<file path="src/rtl/load_store_unit.sv">
// load_store_unit: one-at-a-time load/store initiator for the data memory; define LSU_MISALIGN_TRAP_EN to trap misaligned accesses
module load_store_unit #(
  parameter int BUSY_TIMEOUT = 8
) (
  input  logic        clk,
  input  logic        reset,
  input  logic        flush,
  input  logic        ex_valid,
  input  logic        ex_is_load,
  input  logic        ex_is_store,
  input  logic [2:0]  ex_funct3,
  input  logic [31:0] ex_addr,
  input  logic [31:0] ex_store_data,
  input  logic [4:0]  ex_rd,
  input  logic [31:0] mem_rdata,
  input  logic        mem_busy,
  output logic        mem_read_en,
  output logic        mem_write_en,
  output logic [2:0]  load_type,
  output logic [2:0]  store_type,
  output logic [31:0] ram_address,
  output logic [31:0] data_in,
  output logic        lsu_stall,
  output logic        wb_valid,
  output logic [4:0]  wb_rd,
  output logic [31:0] wb_data,
  output logic        lsu_fault,
  output logic [31:0] fault_addr
);
  typedef enum logic [1:0] {IDLE, ISSUE, WAIT, RESP} state_t;
  localparam int CW = $clog2(BUSY_TIMEOUT + 1);
  state_t state, state_nx;
  logic [CW-1:0] cnt;
  logic [2:0] funct3;
  logic [4:0] rd;
  logic is_store, kill, accept, misalign, timeout;
  assign accept = !reset && state == IDLE && ex_valid && (ex_is_load || ex_is_store) && !flush;
`ifdef LSU_MISALIGN_TRAP_EN
  assign misalign = (ex_funct3[1:0] == 2'b01 && ex_addr[0]) || (ex_funct3[1:0] == 2'b10 && ex_addr[1:0] != 2'b00);
`else
  assign misalign = 1'b0;
`endif
  assign timeout = state == WAIT && mem_busy && cnt == CW'(BUSY_TIMEOUT - 1);
  assign mem_read_en = state == ISSUE && !is_store;
  assign mem_write_en = state == ISSUE && is_store;
  assign load_type = funct3;
  assign store_type = funct3;
  assign lsu_stall = state != IDLE || accept;
  always_comb begin
    state_nx = state == IDLE  ? ((accept && !misalign) ? ISSUE : IDLE) :
               state == ISSUE ? WAIT :
               state == WAIT  ? (timeout ? IDLE : (mem_busy ? WAIT : RESP)) : IDLE;
  end
  always_ff @(posedge clk or posedge reset) begin
    if (reset) begin
      state <= IDLE;
      cnt <= '0;
      funct3 <= '0;
      rd <= '0;
      is_store <= 1'b0;
      kill <= 1'b0;
      ram_address <= '0;
      data_in <= '0;
      wb_valid <= 1'b0;
      wb_rd <= '0;
      wb_data <= '0;
      lsu_fault <= 1'b0;
      fault_addr <= '0;
    end else begin
      state <= state_nx;
      wb_valid <= 1'b0;
      lsu_fault <= 1'b0;
      if (accept && !misalign) begin
        ram_address <= ex_addr;
        data_in <= ex_store_data;
        funct3 <= ex_funct3;
        rd <= ex_rd;
        is_store <= ex_is_store && !ex_is_load;
        kill <= 1'b0;
        cnt <= '0;
      end
      if (state != IDLE && flush) kill <= 1'b1;
      if (state == WAIT && mem_busy) cnt <= cnt + 1'b1;
      if (timeout || (accept && misalign)) begin
        lsu_fault <= 1'b1;
        fault_addr <= timeout ? ram_address : ex_addr;
      end
      // a flush arriving in RESP itself still suppresses the writeback
      if (state == RESP && !is_store) begin
        wb_valid <= !(kill || flush);
        wb_rd <= rd;
        wb_data <= funct3 == 3'b100 ? {24'b0, mem_rdata[7:0]} :
                   funct3 == 3'b101 ? {16'b0, mem_rdata[15:0]} : mem_rdata;
      end
    end
  end
endmodule

</file>
<file path="config.mk">
export PLATFORM = sky130hd
export DESIGN_NAME = load_store_unit
export DESIGN_NICKNAME = d
export VERILOG_FILES = /design/src/rtl/load_store_unit.sv
export SDC_FILE = /design/constraint.sdc
export NUM_CORES = 1
export LEC_CHECK = 0
export CORE_MARGIN = 2
export CORE_UTILIZATION = 40
export DETAILED_ROUTE_END_ITERATION = 6
export DONT_BUFFER_PORTS = 1
export PLACE_DENSITY_LB_ADDON = 0.3
export SLEW_MARGIN = 25
export SYNTH_ARGS = -nofsm -noshare
export SYNTH_HDL_FRONTEND = slang
export SYNTH_SLANG_ARGS = --single-unit
export TNS_END_PERCENT = 20
</file>
<file path="constraint.sdc">
create_clock -name clk -period 5.75 [get_ports clk]
set_clock_uncertainty 0.05 [all_clocks]
set_input_delay 0.2875 -clock clk [delete_from_list [all_inputs] [get_ports clk]]
set_output_delay 0.2875 -clock clk [all_outputs]
set_load 0.1 [all_outputs]
</file>
==> summary.md <==
| Metric | Value |
|---|---|
| Post-CTS Setup Bufs | 0 |
| Worst slew pin tran | 1.08 ns |
| Final Cycle Share | 0.591 |
| Multi-input gate area | 1840 um2 |
| Drt initial violations | 135 |
| Core area | 14400 um2 |
| DP HPWL | 8.15 mm |
| Setup TNS | 0 ns |
| Number of global-route vias before repair | 3864 |
| Max Clk Rate | 294 MHz |
| M3 GR Usage | 0.0829 |
| GRT met1 Usage | 0.196 |
| Clk_lat worst skew | 0.41 ns |
| CP Capture Type | output pin |
| Total gr overflow | 0 |
| Seq/Total Area, Yosys | 0.649 |
| Root buffer cell | clkbuf_16 |
| Die span in x | 125 um |
| Die H | 125 um |
| Cell count after synthesis | 388 |
| Total number of vias | 3544 |
| Syn avg cell area | 15.0 um2 |
| Longest Clk Path Bufs | 2 |
| Clk sinks | 151 |
| Nets | 608 |
| Routed Antenna Nets | 0 |
| DRC Markers | 0 |
| Area grow syn2layout | 30.2% |
| Setup Crit Path Kind | flop to output pin |
| First-pass GRT wire length | 21.1 mm |
| Hold Vio Cnt, Final | 0 |
| Die area | 15500 um2 |
| CP Data Required Time | 5.41 ns |
| Worst EP arrival | 3.06 ns |
| CTS H-Tree Depth | 4 |
| Mapped Area | 5820 um2 |
| Layout cell share with drive strength beyond 1 | 0.226 |
| Largest net degree at the start of global routing | 78 |
| Inserted Clock Buffers | 17 |
| Synth warnings | 0 |
| Clk slew on worst S/H paths | 0.06 ns |
| Initial Utilization | 0.405 |
| Num rows | 44 |
| Drt wl/cell | 18.7 um |
| Tot GR Track Use | 0.172 |
| Initial antenna violation count | 1 |
| Fillers | 1139 |
| Endpoints failing setup | 0 |
| Slew Limit Fails | 0 |
| Busiest layer in global routing | met2 |
| CP startpoint kind | flop |
| Met2 Use GR | 0.280 |
| Top-Level Pins | 255 |
| Tmin final | 3.40 ns |
| FF+latch area | 3780 um2 |
| TritonCTS clock tree | built |
| Register bit total from synthesis | 151 |
| Placer Congestion | 0.773 |
| Worst Path Max Fanout | 35 |
| Unrepaired setup endpoints after global routing | false |
| TritonRoute pass-1 iters | 4 |
| Syn_nets | 500 |
| Worst hold path class | input port to flop |
| IO buf count | 0 |
| Slew margin rel. | 0.278 |
| Post-synth cell types | 34 |
| Via density per instance | 5.11 |
| Drt total wl | 12.9 mm |
| Max cap viols | 0 |
| Status | finished, final reports clean |
## layout by cell type (no fill, tap or decap), types with 4 or more instances in the layout
master,Yosys,routed
dfrtp_1,151,148
dlygate4sd3_1,0,108
mux2_2,70,70
mux2_1,47,47
nand2_1,36,36
o21ai_0,22,22
clkbuf_16,0,17
a22o_1,8,8
clkinv_2,0,4
## routing by layer
metal  routed length, um  part of all wire  vias to the layer above
met5                   0                 0                        -
met4                 212             0.016                        0
met3                1380              0.11                       18
met2                6350              0.49                      194
met1                5000              0.39                     1764
li1                    -                 -                     1568
## worst max-delay path, cell delays in order (launching register included)
cell     delay, ns
dfrtp_1       0.43
or4b_4        0.60
nor2_4        0.77
or3_1         0.84
## timing repair
item | in CTS | in global routing
endpoints found under the hold margin | 182 | 0
gates resized for setup | 0 | 0
hold buffers | 108 | 0
## path summary, 6_finish.rpt
kind,startpoint,endpoint,slack [ns],cells after the start
worst max-delay path,state[0],lsu_stall,2.35,3
worst min-delay path,flush,state[0],0.1,2
worst max register to register,state[0],ram_address[23],2.69,4
worst min register to register,kill,wb_valid,0.39,1
max in group asynchronous,reset,wb_data[14],4.07,3
min in group asynchronous,reset,lsu_fault,0.49,2
## registers in the layout, summed over array words and instances (netlist names)
| register | cells |
|---|---|
| fault_addr | 32 |
| lsu_fault | 1 |
| state | 2 |
| rd | 5 |
| wb_data | 32 |
| load_type | 3 |
| kill | 1 |
| data_in | 32 |
| wb_valid | 1 |
| wb_rd | 5 |
| cnt | 4 |
| is_store | 1 |
| ram_address | 32 |
## logic make-up after synthesis
kind of cell	after synthesis	synth area share
AOI/OAI and AO/OA	37	0.0400
and+or+nand+nor	54	0.0447
muxes	118	0.228
adders and majority gates	1	0.00215
DFF	151	0.649
buffers and inverters	27	0.0365
## final cells by class
class,instances,share of cell area
timing repair buffer,112,0.147
clock buffer,21,0.0620
antenna,1,0.000330
tap,184,0.0303
inverter,4,0.00264
multi-input combinational,210,0.243
clock inverter,11,0.0160
sequential,151,0.499
## synthesized netlist by cell type (all sizes together)
| cell type | number | share of area |
|---|---|---|
| or4b | 1 | 0.0024 |
| a41oi | 1 | 0.0015 |
| o21bai | 1 | 0.0013 |
| nand3b | 2 | 0.0026 |
| and3b | 1 | 0.0015 |
| mux2 | 117 | 0.23 |
| buf | 16 | 0.029 |
| nand2 | 36 | 0.023 |
| nor2 | 4 | 0.0039 |
| mux2i | 1 | 0.0017 |
| nand2b | 3 | 0.0032 |
| nor2b | 2 | 0.0021 |
| inv | 4 | 0.0026 |
| o21ba | 1 | 0.0017 |
| o22ai | 1 | 0.0011 |
| a22o | 8 | 0.012 |
| o21ai | 22 | 0.019 |
| nand3 | 1 | 0.00086 |
| ha | 1 | 0.0021 |
| or3 | 1 | 0.0011 |
| a21oi | 1 | 0.00086 |
| nor3b | 1 | 0.0013 |
| dfrtp | 151 | 0.65 |
| a2bb2oi | 1 | 0.0015 |
| clkbuf | 7 | 0.0045 |
| a31oi | 1 | 0.0011 |
| nor3 | 2 | 0.0026 |
## stage by stage
stage / util / setup slack [ns] / cells / cell area, um2 / hold slack [ns]
2_1_floorplan: - / 1.35 / 388 / 5820 / 0.311
3_3_place_gp: 0.411 / 2.77 / 553 / 5910 / 0.227
3_5_place_dp: 0.411 / 2.65 / 553 / 5910 / 0.246
4_1_cts: 0.528 / 2.29 / 693 / 7580 / 0.0671
5_1_grt: 0.528 / 2.15 / 694 / 7590 / 0.0867
6_report: 0.528 / 2.35 / 694 / 7590 / 0.0979
Power is left out: the tool's default activity adds up to more than one toggle a clock period on the data nets, which glitch-free logic cannot reach.
